==> config.mk <==
export PLATFORM = sky130hd
export DESIGN_NAME = cpx_integrate_dump
export DESIGN_NICKNAME = d
export VERILOG_FILES = /design/src/rtl/cpx_integrate_dump_pkg.sv /design/src/rtl/cpx_integrate_dump_lane.sv /design/src/rtl/cpx_integrate_dump.sv
export SDC_FILE = /design/constraint.sdc
export NUM_CORES = 1
export LEC_CHECK = 0
export CORE_MARGIN = 2
export CORE_UTILIZATION = 58
export CTS_CLUSTER_DIAMETER = 60
export CTS_CLUSTER_SIZE = 14
export DETAILED_ROUTE_END_ITERATION = 8
export GPL_TIMING_DRIVEN = 0
export HOLD_SLACK_MARGIN = 0.08
export PLACE_DENSITY_LB_ADDON = 0.25
export SETUP_SLACK_MARGIN = 0.2
export SYNTH_ARGS = -nofsm -noshare
export SYNTH_HDL_FRONTEND = slang
export SYNTH_HIERARCHICAL = 1
export SYNTH_SLANG_ARGS = --single-unit
==> constraint.sdc <==
create_clock -name clk -period 4.9 [get_ports clk]
set_input_delay 0.735 -clock clk [delete_from_list [all_inputs] [get_ports clk]]
set_output_delay 0.735 -clock clk [all_outputs]
set_load 0.005 [all_outputs]
==> src/rtl/cpx_integrate_dump_pkg.sv <==
// Shared definitions for the complex integrate-and-dump block: FSM state
// encoding and a constant clog2 helper for sizing the sample counter.
package cpx_integrate_dump_pkg;

  typedef enum logic [1:0] {
    IDLE  = 2'd0,
    ACCUM = 2'd1
  } state_t;

  function automatic int unsigned clog2(input int unsigned v);
    int unsigned r;
    r = 0;
    for (int unsigned k = 0; k < 32; k++) begin
      if ((64'd1 << k) < 64'(v)) r = k + 1;
    end
    return r;
  endfunction

endpackage

==> src/rtl/cpx_integrate_dump_lane.sv <==
// One accumulator lane (instantiated for I and for Q). With CPX_ACC_SAT_EN
// defined the lane saturates and tracks a sticky overflow flag; otherwise it wraps.
module cpx_acc_lane #(
  parameter int unsigned acc_bits = 34
) (
  input  logic                       clk,
  input  logic                       rst_n,
  input  logic                       i_clr,
  input  logic                       i_add,
  input  logic                       i_flush,
  input  logic signed [acc_bits-1:0] i_x,
  output logic signed [acc_bits-1:0] o_acc_nxt,
  output logic                       o_ovf_nxt
);

  logic signed [acc_bits-1:0] r_acc;
  logic signed [acc_bits-1:0] w_base;
  logic signed [acc_bits-1:0] w_addend;

`ifdef CPX_ACC_SAT_EN
  logic                       r_ovf;
  logic signed [acc_bits:0]   w_sum;
  logic                       w_over;

  always_comb begin
    w_base    = i_clr ? '0 : r_acc;
    w_addend  = i_add ? i_x : '0;
    w_sum     = {w_base[acc_bits-1], w_base} + {w_addend[acc_bits-1], w_addend};
    w_over    = w_sum[acc_bits] ^ w_sum[acc_bits-1];
    o_acc_nxt = w_sum[acc_bits-1:0];
    if (w_over) begin
      o_acc_nxt = w_sum[acc_bits] ? {1'b1, {(acc_bits-1){1'b0}}}
                                  : {1'b0, {(acc_bits-1){1'b1}}};
    end
    o_ovf_nxt = (~i_clr & r_ovf) | w_over;
  end

  always_ff @(posedge clk or negedge rst_n) begin
    if (!rst_n) begin
      r_ovf <= 1'b0;
    end else if (i_flush) begin
      r_ovf <= 1'b0;
    end else if (i_clr | i_add) begin
      r_ovf <= o_ovf_nxt;
    end
  end
`else
  always_comb begin
    w_base    = i_clr ? '0 : r_acc;
    w_addend  = i_add ? i_x : '0;
    o_acc_nxt = w_base + w_addend;
    o_ovf_nxt = 1'b0;
  end
`endif

  // The dump consumes o_acc_nxt directly, so the lane itself is zeroed on flush.
  always_ff @(posedge clk or negedge rst_n) begin
    if (!rst_n) begin
      r_acc <= '0;
    end else if (i_flush) begin
      r_acc <= '0;
    end else if (i_clr | i_add) begin
      r_acc <= o_acc_nxt;
    end
  end

endmodule

==> src/rtl/cpx_integrate_dump.sv <==
// Coherent complex integrate-and-dump: sums acc_len accepted I/Q samples per frame
// and pulses s_axis_acc_tvalid with the sums. CPX_ACC_SAT_EN selects saturation + ovf.
module cpx_integrate_dump
  import cpx_integrate_dump_pkg::*;
#(
  parameter int unsigned i_bits   = 24,
  parameter int unsigned q_bits   = 24,
  parameter int unsigned acc_len  = 1024,
  parameter int unsigned acc_bits = 34
) (
  input  logic                       clk,
  input  logic                       rst_n,
  input  logic                       start,
  input  logic                       m_axis_i_tvalid,
  input  logic signed [i_bits-1:0]   i,
  input  logic                       m_axis_q_tvalid,
  input  logic signed [q_bits-1:0]   q,
  output logic                       s_axis_acc_tvalid,
  output logic signed [acc_bits-1:0] acc_i,
  output logic signed [acc_bits-1:0] acc_q,
  output logic                       busy,
  output logic                       ovf
);

  localparam int unsigned CNT_W = clog2(acc_len + 1);
  localparam logic [CNT_W-1:0] LAST_CNT = CNT_W'(acc_len - 1);

  state_t                     r_state, w_state_nxt;
  logic [CNT_W-1:0]           r_count, w_count_nxt;
  logic                       w_accept, w_last, w_frame_start;
  logic                       w_clr, w_add, w_dump;

  logic signed [acc_bits-1:0] w_x_i, w_x_q;
  logic signed [acc_bits-1:0] w_nxt_i, w_nxt_q;
  logic                       w_ovf_i, w_ovf_q;

  logic                       r_tvalid;
  logic signed [acc_bits-1:0] r_acc_i, r_acc_q;
  logic                       r_ovf;

  assign w_x_i = acc_bits'(i);
  assign w_x_q = acc_bits'(q);

  always_comb begin
    w_state_nxt   = r_state;
    w_count_nxt   = r_count;
    w_clr         = 1'b0;
    w_add         = 1'b0;
    w_dump        = 1'b0;
    w_accept      = m_axis_i_tvalid & m_axis_q_tvalid & ((r_state == ACCUM) | start);
    w_last        = (r_state == ACCUM) & w_accept & (r_count == LAST_CNT);
    // start on the closing sample completes that frame and opens an empty one
    w_frame_start = start & ~w_last;

    case (r_state)
      IDLE, ACCUM: begin
        if (w_last) begin
          w_add       = 1'b1;
          w_dump      = 1'b1;
          w_count_nxt = '0;
          w_state_nxt = start ? ACCUM : IDLE;
        end else if (w_frame_start) begin
          w_clr       = 1'b1;
          w_add       = w_accept;
          w_count_nxt = w_accept ? CNT_W'(1) : '0;
          w_state_nxt = ACCUM;
        end else if (w_accept) begin
          w_add       = 1'b1;
          w_count_nxt = r_count + CNT_W'(1);
        end
      end
      default: begin
        w_state_nxt = IDLE;
        w_count_nxt = '0;
      end
    endcase
  end

  always_ff @(posedge clk or negedge rst_n) begin
    if (!rst_n) begin
      r_state <= IDLE;
      r_count <= '0;
    end else begin
      r_state <= w_state_nxt;
      r_count <= w_count_nxt;
    end
  end

  cpx_acc_lane #(.acc_bits(acc_bits)) u_lane_i (
    .clk       (clk),
    .rst_n     (rst_n),
    .i_clr     (w_clr),
    .i_add     (w_add),
    .i_flush   (w_dump),
    .i_x       (w_x_i),
    .o_acc_nxt (w_nxt_i),
    .o_ovf_nxt (w_ovf_i)
  );

  cpx_acc_lane #(.acc_bits(acc_bits)) u_lane_q (
    .clk       (clk),
    .rst_n     (rst_n),
    .i_clr     (w_clr),
    .i_add     (w_add),
    .i_flush   (w_dump),
    .i_x       (w_x_q),
    .o_acc_nxt (w_nxt_q),
    .o_ovf_nxt (w_ovf_q)
  );

  always_ff @(posedge clk or negedge rst_n) begin
    if (!rst_n) begin
      r_tvalid <= 1'b0;
      r_acc_i  <= '0;
      r_acc_q  <= '0;
      r_ovf    <= 1'b0;
    end else begin
      r_tvalid <= w_dump;
      if (w_dump) begin
        r_acc_i <= w_nxt_i;
        r_acc_q <= w_nxt_q;
        r_ovf   <= w_ovf_i | w_ovf_q;
      end
    end
  end

  assign s_axis_acc_tvalid = r_tvalid;
  assign acc_i             = r_acc_i;
  assign acc_q             = r_acc_q;
  assign ovf               = r_ovf;
  assign busy              = (r_state == ACCUM);

endmodule

==> metrics.md, run 1 <==
| Metric | Value |
|---|---|
| Number of cells on the critical path | `17` |
| RR Endpoint | `u_lane_q/r_acc[28]` |
| Synthesized area | `10600 um^2` |
| Routed Antenna Nets | `0` |
| Crit end category | `flip-flop` |
| Synthesized flop and latch total | `150` |
| Mean routed wirelength per cell | `17.9 um` |
| GRT overflow | `0` |
| TritonCTS clock tree | `yes` |
| Post-synth top area cell | `dfrtp_1` |
| IO buf count | `123` |
| Syn nets | `1372` |
| Slew headroom | `25.1%` |
| Top layer in use | `met4` |
| CP top delay family | `compound AO/OA/AOI/OAI gates` |
| Rows | `49` |
| WP data arrival | `4820 ps` |
| Avg Cell Area, Syn | `8.49 um^2` |
| Worst clock skew | `9.17 ps` |
| Syn Inst Count | `1250` |
| Clk buf depth | `2` |
| RSZ-0062 raised after global routing | `no` |
| Dpl cells | `1603` |
| Final RePlAce weighted congestion | `0.966` |
| Crit path launch type | `flip-flop` |
| Ys flop type | `dfrtp_1` |
| Seq/Total Area, Yosys | `35.4%` |
| Post-Layout Inst Area | `12800 um^2` |
| Starting DRT DRC Count | `681` |
| Hold WC Path Type | `in2async` |
| Overall routed net length | `29300 um` |
| First-pass GRT wire length | `47700 um` |
| Clock transition at path regs | `60 ps` |
| Pins Over Slew Limit | `0` |
| DRC Markers | `0` |
| Initial Util | `59.1%` |
| Worst-Margin Slew | `1110 ps` |
| Ant. Diodes | `0` |
| Post-layout min period | `4500 ps` |
| Power Total | `3.41 mW` |
| Max Cap Viol | `0` |
| Hold violation count in the final report | `0` |
| Crit-path max cell delay | `420 ps` |
| Setup violators final | `0` |
| Via/cell ratio | `6.00` |
| Die area | `19400 um^2` |
| Synth warn | `6` |
| Hold_buf cts | `0` |
| WL met2 | `13800 um` |
| Req. time, crit path | `5220 ps` |
| Flop2flop setup slack | `400 ps` |
| Gr usage total | `30.4%` |
| Dpl cell area | `12200 um^2` |
| Clk sinks | `150` |
| Share of cells above drive strength 1 | `6.25%` |
| Cts bufs inserted | `17` |
| Critical path class | `reg2reg` |
| Top cells by area, synth | `dfrtp_1, nand2_1, ha_1` |
| Core area | `18000 um^2` |
| Clock root buffer | `clkbuf_16` |
| Crit-path cells | `ha_1 > and3_1 > buf_2 > nand4_4 > and2_1 > clkbuf_2 > clkbuf_2 > nor2b_1 > ha_1 > fa_1 > a21o_1 > a221o_1 > a211o_1 > a21o_4 > a2111oi_2 > a311oi_2 > a22o_1` |
| Number of synthesized flops with an enable pin | `0` |
| Crit-path slowest cell | `fa_1` |
| WL met3 | `1760 um` |
| R2r worst-path depth | `17` |
| Final worst path period share | `91.8%` |
| Status | `completed` |
| Reg-to-reg startpoint | `r_count[0]` |
| I/O pins | `124` |
| Layout area overhead | `20.6%` |
| Number of iterations in the first detailed-routing pass | `5` |
| M1 WL | `12700 um` |
| Cell Pwr Density | `267 nW/um^2` |
| Post-synth top area share | `35.4%` |
| Pleak | `6.30 nW` |
| Worst-path fanout max | `10` |
| Initial antenna violation count | `0` |
| Nets | `1516` |
| Detailed placement HPWL | `20800 um` |
| Final cell count without fillers | `1636` |
| H-tree depth | `4` |
| CP bufs+invs | `3` |
| FILL cells | `1444` |
| Chip Width | `139 um` |
| Vias in the first global route | `9563` |
| Clk Latency, worst-skew pair | `430 ps` |
| DIE HEIGHT | `139 um` |
| Maximum number of pins on one net before global-route repair | `88` |
| Cell variety after synth | `79` |
| Worst VDD drop | `243 uV` |
| Fmax | `222 MHz` |
| FFs w/ async S/R, synth | `100%` |
| Routed vias | `9811` |
## worst max path at each step
stage	start	to
floorplan	start	acc_i[30]
global placement	rst_n	acc_q[24]
detailed placement	start	acc_i[30]
CTS	start	acc_i[30]
global route	m_axis_q_tvalid	acc_i[26]
finish	r_count[0]	u_lane_q/r_acc[28]
## synth_stat cells, types with 3 or more instances
cell and n:
a22o_1 54, buf_6 6, nor2b_1 73, o21ai_0 28, or3_1 6, xnor2_1 36
a211oi_2 3, o211ai_1 7, dfrtp_1 150, or2_2 3, and4_1 7, a31oi_1 9
and3_1 10, clkbuf_1 48, o21bai_1 10, buf_2 7, a21boi_1 4, inv_1 19
nor2_1 47, a21o_1 30, o2111ai_1 4, xor2_1 28, nand3_1 18, a211oi_1 7
o21ai_1 12, o31ai_1 4, nor3_1 19, nand2_1 272, a21oi_2 3, mux2i_1 3
a211o_1 4, nand2b_1 5, and2_1 73, a32o_1 5, o21a_1 11, o22ai_1 5
a2111o_1 3, ha_1 67, a21oi_1 78, o311ai_1 3, nand4_1 19
## worst reg2reg max path, stage by stage, from the launching register on
cell       delay [ps]
dfrtp_1           410
ha_1              230
and3_1            190
buf_2             160
nand4_4           110
and2_1            150
clkbuf_2          220
clkbuf_2          290
nor2b_1            90
ha_1              240
fa_1              420
a21o_1            220
a221o_1           330
a211o_1           330
a21o_4            280
a2111oi_2         370
a311oi_2          110
a22o_1            240
## metal layers
| layer | up-vias | GRT usage [%] |
|---|---|---|
| met3 | 83 | 5.16 |
| met4 | 0 | 13.3 |
| li1 | 4679 | - |
| met2 | 404 | 49.6 |
| met1 | 4645 | 40.1 |
| met5 | - | 0 |
## power by group
group | switching (mW) | total [mW] | internal (mW)
logic | 0.393 | 0.689 | 0.296
registers | 0.0490 | 1.38 | 1.33
clock network | 0.552 | 1.34 | 0.792
## layout make-up
type	instances	area, um^2	area share, %
Timing Repair Buffer	125	1270	9.92
Sequential cell	150	3750	29.3
Tap cell	229	287	2.24
Multi-Input combinational cell	1016	6490	50.7
Clock buffer	21	470	3.67
Inverter	20	75.1	0.586
Clock inverter	11	123	0.958
Buffer	64	330	2.58
## metrics by stage
step                worst slack, ps  TNS (ps)  util [%]  hold WS (ps)
detailed placement            -1140    -47560      67.7           455
CTS                             186         0      71.2           308
global route                    206         0      71.3           336
floorplan                       523         0         -           439
finish                          401         0      71.3           282
global placement              -3000   -487860      67.5           449
## sequential cells by signal (all words and copies together), names as in the netlist
| name | count |
|---|---|
| acc_i | 34 |
| u_lane_q/r_acc | 34 |
| u_lane_i/r_acc | 34 |
| acc_q | 34 |
| ovf | 1 |
| r_count | 11 |
| s_axis_acc_tvalid | 1 |
| r_state | 1 |
## what timing repair did
action                                  CTS  global route
setup buffers                             1             0
endpoints found under the setup margin   79            35
resized for setup                        14             6
pin swaps                                 1             2
hold endpoints to repair                  0             0
## logic make-up after synthesis
logic type / Yosys count / share of synthesized area [%]
and+or+nand+nor: 565 / 25.8
AOI/OAI and AO/OA: 313 / 21.4
DFF: 150 / 35.4
buffers and inverters: 84 / 3.55
adders and majority gates: 69 / 8.28
xor gates and xnor gates: 64 / 5.28
muxes: 3 / 0.283
other: 2 / 0.0708
## placed cells by master, fill, tap and decap left out, types with 9 or more instances in the layout
cell type / Yosys / final
and2_1: 73 / 73
clkdlybuf4s50_1: 0 / 121
ha_1: 67 / 67
nand3_1: 18 / 18
o21bai_1: 10 / 10
clkbuf_16: 0 / 17
o21ai_1: 12 / 12
inv_1: 19 / 19
and3_1: 10 / 10
xnor2_1: 36 / 36
dfrtp_1: 150 / 150
a22o_1: 54 / 54
clkbuf_1: 48 / 39
a21o_1: 30 / 30
xor2_1: 28 / 28
nor2_1: 47 / 47
o21ai_0: 28 / 28
nand2_1: 272 / 272
a21oi_1: 78 / 78
nor2b_1: 73 / 73
o21a_1: 11 / 11
nor3_1: 19 / 19
nand4_1: 19 / 19
a31oi_1: 9 / 9
Power figures use the tool's default switching activity.
==> run 2: changes to the inputs <==
--- a/config.mk
+++ b/config.mk
@@ -8,7 +8,7 @@
 export CORE_MARGIN = 2
 export CORE_UTILIZATION = 58
 export CTS_CLUSTER_DIAMETER = 60
-export CTS_CLUSTER_SIZE = 14
+export CTS_CLUSTER_SIZE = 20
 export DETAILED_ROUTE_END_ITERATION = 8
 export GPL_TIMING_DRIVEN = 0
 export HOLD_SLACK_MARGIN = 0.08
==> results of run 2 <==
The final DEF is identical to that of run 1; final timing and power are the same.
